===== src/rtl/fetch_unit_if.sv =====
// Fetch-side bundle: memory request/response, execute redirect, and decode hand-off.
// The fetch unit uses the master modport. The memory/execute/decode environment uses the slave modport.
interface fetch_unit_if;
    logic        imem_req_valid;
    logic        imem_req_ready;
    logic [31:0] imem_addr;
    logic        imem_rsp_valid;
    logic [31:0] imem_rsp_data;
    logic        redirect_valid;
    logic [31:0] redirect_pc;
    logic        stall;
    logic        if_valid;
    logic [31:0] if_instr;
    logic [31:0] if_pc;

    modport master (
        output imem_req_valid, imem_addr, if_valid, if_instr, if_pc,
        input  imem_req_ready, imem_rsp_valid, imem_rsp_data, redirect_valid, redirect_pc, stall
    );

    modport slave (
        input  imem_req_valid, imem_addr, if_valid, if_instr, if_pc,
        output imem_req_ready, imem_rsp_valid, imem_rsp_data, redirect_valid, redirect_pc, stall
    );
endinterface


===== src/rtl/fetch_unit.sv =====
// Instruction fetch with 2 credits shared by in-flight requests and the 2-entry decode buffer.
// The first request issues one cycle after reset release. Stall only holds the buffer head. Redirect flushes the buffer and drains stale responses.
module fetch_unit #(
    parameter logic [31:0] RESET_PC  = 32'h0000_0000,
    parameter logic [31:0] NOP_INSTR = 32'h0000_0013
) (
    input  logic         clk,
    input  logic         rst_n,
    fetch_unit_if.master bus
);
    typedef enum logic [1:0] {IDLE, FETCH, DRAIN} state_t;

    typedef struct packed {
        logic [31:0] pc;
        logic [31:0] instr;
    } entry_t;

    state_t      state, state_nxt;
    logic [31:0] fetch_pc, fetch_pc_nxt;
    logic [1:0]  outstanding, outstanding_nxt;
    entry_t      ibuf [2];
    logic        head;
    logic [1:0]  count;
    logic [31:0] last_pc;

    logic        redirect;
    logic [2:0]  credits_used;
    logic        req_valid;
    logic        req_fire;
    logic        rsp_take;
    logic        push;
    logic        pop;
    logic        wr_idx;
    logic [31:0] rsp_pc;
    logic        buf_valid;

    assign redirect     = bus.redirect_valid;
    assign credits_used = {1'b0, outstanding} + {1'b0, count};
    assign req_valid    = (state == FETCH) && !redirect && (credits_used < 3'd2);
    assign req_fire     = req_valid && bus.imem_req_ready;
    assign rsp_take     = bus.imem_rsp_valid && (outstanding != 2'd0);
    assign buf_valid    = (count != 2'd0);
    assign push         = (state == FETCH) && !redirect && rsp_take && (count != 2'd2);
    assign pop          = buf_valid && !bus.stall;
    assign wr_idx       = head ^ count[0];

    // In FETCH the in-flight requests are the words immediately below fetch_pc, so the oldest one is recoverable.
    assign rsp_pc = fetch_pc - {28'b0, outstanding, 2'b00};

    always_comb begin
        state_nxt       = state;
        fetch_pc_nxt    = fetch_pc;
        outstanding_nxt = outstanding;

        case ({req_fire, rsp_take})
            2'b10:   outstanding_nxt = outstanding + 2'd1;
            2'b01:   outstanding_nxt = outstanding - 2'd1;
            default: outstanding_nxt = outstanding;
        endcase

        case (state)
            IDLE:    state_nxt = FETCH;
            FETCH:   state_nxt = FETCH;
            DRAIN:   state_nxt = (outstanding == 2'd0) ? FETCH : DRAIN;
            default: state_nxt = IDLE;
        endcase

        if (req_fire) begin
            fetch_pc_nxt = fetch_pc + 32'd4;
        end

        if (redirect) begin
            fetch_pc_nxt = {bus.redirect_pc[31:2], 2'b00};
            state_nxt    = ((state == DRAIN) || (outstanding_nxt != 2'd0)) ? DRAIN : FETCH;
        end
    end

    always_ff @(posedge clk or negedge rst_n) begin
        if (!rst_n) begin
            state       <= IDLE;
            fetch_pc    <= RESET_PC;
            outstanding <= 2'd0;
        end else begin
            state       <= state_nxt;
            fetch_pc    <= fetch_pc_nxt;
            outstanding <= outstanding_nxt;
        end
    end

    always_ff @(posedge clk or negedge rst_n) begin
        if (!rst_n) begin
            ibuf[0] <= '0;
            ibuf[1] <= '0;
            head    <= 1'b0;
            count   <= 2'd0;
            last_pc <= RESET_PC;
        end else begin
            if (pop) begin
                last_pc <= ibuf[head].pc;
            end
            if (redirect) begin
                head  <= 1'b0;
                count <= 2'd0;
            end else begin
                if (push) begin
                    ibuf[wr_idx] <= '{pc: rsp_pc, instr: bus.imem_rsp_data};
                end
                head  <= head ^ pop;
                count <= count + {1'b0, push} - {1'b0, pop};
            end
        end
    end

    assign bus.imem_req_valid = req_valid;
    assign bus.imem_addr      = fetch_pc;
    assign bus.if_valid       = buf_valid;
    assign bus.if_instr       = buf_valid ? ibuf[head].instr : NOP_INSTR;
    assign bus.if_pc          = buf_valid ? ibuf[head].pc : last_pc;
endmodule


===== src/flat_wrapper.sv =====
// flat-port wrapper written by rule: the top's interface ports become plain ports
module fetch_unit_flat 
#(
    parameter logic [31:0] RESET_PC  = 32'h0000_0000,
    parameter logic [31:0] NOP_INSTR = 32'h0000_0013
)
  (clk, rst_n, bus_imem_req_valid, bus_imem_addr, bus_if_valid, bus_if_instr, bus_if_pc, bus_imem_req_ready, bus_imem_rsp_valid, bus_imem_rsp_data, bus_redirect_valid, bus_redirect_pc, bus_stall);
  fetch_unit_if bus_i ();
  input  logic clk;
  input  logic rst_n;
  output wire logic [$bits(bus_i.imem_req_valid)-1:0] bus_imem_req_valid;
  output wire logic [$bits(bus_i.imem_addr)-1:0] bus_imem_addr;
  output wire logic [$bits(bus_i.if_valid)-1:0] bus_if_valid;
  output wire logic [$bits(bus_i.if_instr)-1:0] bus_if_instr;
  output wire logic [$bits(bus_i.if_pc)-1:0] bus_if_pc;
  input wire logic [$bits(bus_i.imem_req_ready)-1:0] bus_imem_req_ready;
  input wire logic [$bits(bus_i.imem_rsp_valid)-1:0] bus_imem_rsp_valid;
  input wire logic [$bits(bus_i.imem_rsp_data)-1:0] bus_imem_rsp_data;
  input wire logic [$bits(bus_i.redirect_valid)-1:0] bus_redirect_valid;
  input wire logic [$bits(bus_i.redirect_pc)-1:0] bus_redirect_pc;
  input wire logic [$bits(bus_i.stall)-1:0] bus_stall;
  assign bus_imem_req_valid = bus_i.imem_req_valid;
  assign bus_imem_addr = bus_i.imem_addr;
  assign bus_if_valid = bus_i.if_valid;
  assign bus_if_instr = bus_i.if_instr;
  assign bus_if_pc = bus_i.if_pc;
  assign bus_i.imem_req_ready = bus_imem_req_ready;
  assign bus_i.imem_rsp_valid = bus_imem_rsp_valid;
  assign bus_i.imem_rsp_data = bus_imem_rsp_data;
  assign bus_i.redirect_valid = bus_redirect_valid;
  assign bus_i.redirect_pc = bus_redirect_pc;
  assign bus_i.stall = bus_stall;
  fetch_unit #(.RESET_PC(RESET_PC), .NOP_INSTR(NOP_INSTR)) u_core (.clk(clk), .rst_n(rst_n), .bus(bus_i));
endmodule

===== config.mk =====
export PLATFORM = sky130hd
export DESIGN_NAME = fetch_unit_flat
export DESIGN_NICKNAME = d
export VERILOG_FILES = /design/src/rtl/fetch_unit_if.sv /design/src/rtl/fetch_unit.sv /design/src/flat_wrapper.sv
export SDC_FILE = /design/constraint.sdc
export NUM_CORES = 1
export LEC_CHECK = 0
export CAP_MARGIN = 20
export CORE_MARGIN = 8
export CORE_UTILIZATION = 40
export DETAILED_ROUTE_END_ITERATION = 10
export PLACE_DENSITY = 0.74
export SLEW_MARGIN = 20
export SYNTH_ARGS = -nofsm -noshare
export SYNTH_HDL_FRONTEND = slang
export SYNTH_SLANG_ARGS = --single-unit

===== constraint.sdc =====
create_clock -name clk -period 6.2 [get_ports clk]
set_input_delay 0.62 -clock clk [delete_from_list [all_inputs] [get_ports clk]]
set_output_delay 0.62 -clock clk [all_outputs]
set_load 0.005 [all_outputs]

Yosys cells after proc, flatten, opt, wreduce, memory -nomap -nowiden
Cells that the tools add are included.

storage, ports and cells
  flip-flop bits (word level) = 199
  input bits = 70

operators by class
  $lt $le $gt $ge = 4
  eq/ne operators = 5
  bitwise operators = 5
  reduce and logical (&&, ||, !) cells = 19
  muxes and demuxes = 17
  $add $sub $neg = 7

operator list
  operator                                              count
  two-way mux 64 bit                                    4
  bitwise mux 128 bit                                   1
  two-way mux 32 bit                                    4
  demux 64 bit (select 1 bit)                           1
  adder 32 x 3 -> 32 bit (second input constant)        1
  subtractor 32 x 4 -> 32 bit                           1
  logical AND 1 bit                                     8
  two-way mux 2 bit                                     4
  one-hot mux 2 bit (2 select lines)                    2
  nonzero test 2 bit                                    4
  equality test 2 x 1 -> 1 bit (second input constant)  2
  equality test 2 bit (second input constant)           2
  >= comparator 2 bit (second input constant)           2
  zero test 2 bit                                       2
  inverter 1 -> 2 bit                                   2
  adder 2 x 2 -> 3 bit                                  1
  < comparator 3 x 2 -> 1 bit (second input constant)   1
  adder 2 x 1 -> 2 bit                                  1
  adder 2 x 1 -> 2 bit (second input constant)          1
  zero test 1 bit                                       2
  < comparator 2 x 1 -> 1 bit (second input constant)   1
  != test 2 bit (second input constant)                 1
  AND reduction 2 bit                                   1
  OR reduction 2 bit                                    1
  other kinds (6)                                       7

Depth between registers and ports, before layout
  depth in word-level cells = 10
  depth in mapped cells = 12
  mapped depth without buffers = 11

Worst setup path before layout
OpenSTA, ideal clock, no wires.

  path kind = flip-flop to flip-flop
  start = register u_core.outstanding[0]
  end = register u_core.state[0]
  setup slack = 2.927 ns
  cell stages (with the launch flop) = 12
  clock period less this slack = 3.273 ns
  setup time = 0.124 ns
  data arrival time = 3.149 ns
  cells stage by stage = dfrtp_1 -> and2_1 -> fa_1 -> or4b_1 -> nor2_2 -> inv_1 -> clkbuf_1 -> ha_1 -> or3_1 -> nand3b_1 -> nor3_1 -> a211o_1

on the way
  word-level cells in the longest chain between the ends = 10

ends and longest elaborated chain
  item                                                                        RTL line          RTL
  from (decl)                                                                 fetch_unit.sv:20  logic [1:0] outstanding, outstanding_nxt;
  from (signal assigned)                                                      fetch_unit.sv:86  outstanding <= outstanding_nxt;
  adder 2 x 2 -> 3 bit                                                        fetch_unit.sv:38  assign credits_used = {1'b0, outstanding} + {1'b0, count};
  < comparator 3 x 2 -> 1 bit                                                 fetch_unit.sv:39  assign req_valid = (state == FETCH) && !redirect && (credits_used < 3'd2);
  logical AND 1 bit                                                           fetch_unit.sv:39
  logical AND 1 bit                                                           fetch_unit.sv:40  assign req_fire = req_valid && bus.imem_req_ready;
  equality test 2 x 1 -> 1 bit / equality test 2 bit (equally long branches)  fetch_unit.sv:55  case ({req_fire, rsp_take})
  one-hot mux 2 bit (2 select lines)                                          fetch_unit.sv:55
  nonzero test 2 bit                                                          fetch_unit.sv:74  state_nxt = ((state == DRAIN) || (outstanding_nxt != 2'd0)) ? DRAIN : FETCH;
  logical OR 1 bit                                                            fetch_unit.sv:74
  two-way mux 2 bit                                                           fetch_unit.sv:74
  two-way mux 2 bit (*)                                                       fetch_unit.sv:72  if (redirect) begin
  named net u_core.state_nxt[0]                                               fetch_unit.sv:18  state_t state, state_nxt;
  to (signal assigned)                                                        fetch_unit.sv:84  state <= state_nxt;
  to (decl)                                                                   fetch_unit.sv:18

The timed path passes the listed nets; every way through them passes the cells marked *.
A chain may end at the register's enable or synchronous reset.

Worst setup path in the final report
Ends and elaborated chain as after synthesis.

==> metrics.txt <==
Root Buffer clkbuf_16; Synth async-reset ratio 100.0%; Synth Cell Area 9568 µm²; # rows 56; core area 23470 µm²; hold-fix buffer count after cts 0; Setup Skew 0.01489 ns; Final nets 1166; Startpoint Class register; main flop type after synthesis dfrtp_1; metal1 wirelength 11.42 mm; crit path time final 4.232 ns; Non-Filler Instances 1420; Cell Chain, Critical Path and2_1 -> fa_1 -> or4b_1 -> nor2_2 -> inv_1 -> ha_1 -> or3_1 -> nand3b_1 -> a21oi_1 -> a211o_1; Worst Setup SP u_core.outstanding[0]; Finished Core Util 50.70%; FILL cells 2147; yosys warns 0; EDFF count, synth 0; commonest non-fill, non-tap cell in the layout dfrtp_1; RSZ-0062 raised after global routing false; initial antenna violation count 0; Avg Synthesized Cell Area 9.823 µm²; ANT nets after route 0; status finished clean; H-tree depth 4; Power Density 454.3 nW/µm²; Initial Utilization 40.76%; Rel. slew slack 33.69%; share of cells above drive strength 1 11.44%; Max Fclk 0.2363 GHz; maximum clock path buffer count 2; synth top area cells dfrtp_1 50%, mux2_2 7.8%, mux2i_1 6.6%, o21ai_0 5.6%, nand2_1 5.6%; Top Metal Used met4; GR Overflow Total 0; Static Leak 0.004828 µW; Critical Path RT 6.51 ns; Die ar. 29120 µm²; post-synthesis register bit count 191; placed instance count 1388; TritonCTS clock tree built; CP Max Fanout 20; global-route wire length before repair 40.00 mm; actual slew at the worst max-slew pin 0.9947 ns; hpwl dp 17.10 mm; vias post-DR 7449; Worst Hold Class in2async; max_cap viols 0; Diodes inserted 0; Seq/Total Area, Yosys 49.95%; Yosys cell types 55; Sum Neg Setup Slack 0 ns; Setup-failing EPs final 0; drt pass-1 iters 5; total CTS buffers 17; WL/cell 17.22 µm; Critical Path AT 4.54 ns; Synth area leader dfrtp_1; final count of pins violating max slew 0; Layout area overhead 24.38%; Post-Route WL 24.46 mm; clock slew at reported path FFs 0.08 ns; # IOs 168; largest net degree at the start of global routing 75; fin crit share 68.27%; number of global-route vias before repair 7463; Met3 Wirelength 1.217 mm; share of the synthesized area in the top cell type 49.95%; post-CTS sizing 0; Max stage delay on crit path 0.56 ns; Worst Setup End Kind register; Final Hold Fails 0; Crit-path slowest cell or4b_1; worst r2r src u_core.outstanding[0]; Mapped Cells 974; Die X 170.7 µm; DRC errors left 0; DR iter-0 viols 653; routed vias/inst 5.246; port buffer count 161; Die Ht 170.7 µm; WS Path Type reg2reg; Max VDD drop 0.2226 mV; WL met2 11.46 mm; clock sinks 191; most frequent cells in the layout 190 x dfrtp_1, 159 x clkdlybuf4s50_1, 141 x nand2_1; clk_lat worst skew 0.43 ns; # Post-CTS Setup Buffers 0; Final Wtd Congestion 0.8341; total track usage 17.15%; WHS 0.1385 ns
## report_power, final
part	leakage [µW]	switching [µW]	internal, µW
registers	0.00244	374	1740
clock network	0.000270	509	550
logic	0.00211	1050	1170
## metal layers
layer | global-route usage (%) | vias to the layer above
li1 | - | 3596
met1 | 23.30 | 3633
met5 | 0 | -
met3 | 3.826 | 23
met2 | 27.17 | 197
met4 | 4.805 | 0
## synthesized netlist by cell type (all sizes together), types with 4 or more instances
cell	count
nand2b	6
mux2	66
nand3b	4
nor2	89
mux2i	63
o311ai	10
a21oi	39
buf	21
xnor2	26
nand4	16
or3	6
nor4	14
ha	6
nor2b	7
xor2	11
dfrtp	191
o21ai	108
o211ai	9
nor3	17
nand2	142
inv	15
nand3	15
clkbuf	57
## registers in the layout, indices dropped and copies added, names as in the netlist
register,cells
u_core.bus.imem_addr,30
u_core.count,2
u_core.head,1
u_core.ibuf,124
u_core.last_pc,30
u_core.outstanding,2
u_core.state,2
## area by class of cell
cell class	count	area, µm²	area share [%]
sequential	191	4783	40.20
multi-input combinational	693	4412	37.07
timing repair buffer	170	1675	14.08
clock buffer	19	452.9	3.806
tap	319	399.1	3.354
clock inverter	13	121.4	1.020
inverter	15	56.30	0.4731
## worst max-delay path: cells and delay by family, from the launching register on
family,cells,cell delay [ns]
AND/OR/NAND/NOR,5,1.87
AO/OA/AOI/OAI,2,0.34
flip-flops,1,0.48
adder cells (fa/ha/maj),2,0.92
buffers and inverters,1,0.51
## cells by family (layout without fill, tap and decap cells)
logic type / count (synthesis) / count (layout) / synth area share, %
flip-flops: 191 / 191 / 49.95
AO/OA/AOI/OAI: 184 / 184 / 10.92
other: 1 / 4 / 0.03919
AND/OR/NAND/NOR: 331 / 331 / 16.01
XOR/XNOR: 37 / 37 / 3.387
adder cells (fa/ha/maj): 8 / 8 / 1.203
buffers and inverters: 93 / 217 / 4.132
multiplexers: 129 / 129 / 14.36
## final timing paths
path,to,slack [ns],cells after the start
worst max-delay path,u_core.state[0],1.97,10
worst min-delay path,u_core.bus.imem_addr[8],0.14,1
worst max register to register,u_core.state[0],1.97,10
worst min register to register,u_core.ibuf[43],0.48,2
max in group asynchronous,u_core.head,4.64,2
min in group clk,u_core.ibuf[43],0.48,2
## through the flow
step | area [µm²] | setup slack [ns] | power, µW
final | 11900 | 1.968 | 5407
after global routing | 11900 | 1.757 | 5823
after CTS | 11900 | 2.012 | 5458
after detailed placement | 11330 | 2.025 | 4386
after global placement | 11330 | 2.092 | 4311
after floorplan | 9579 | 2.927 | 3337
No activity file was read; power rests on OpenSTA's default activity.
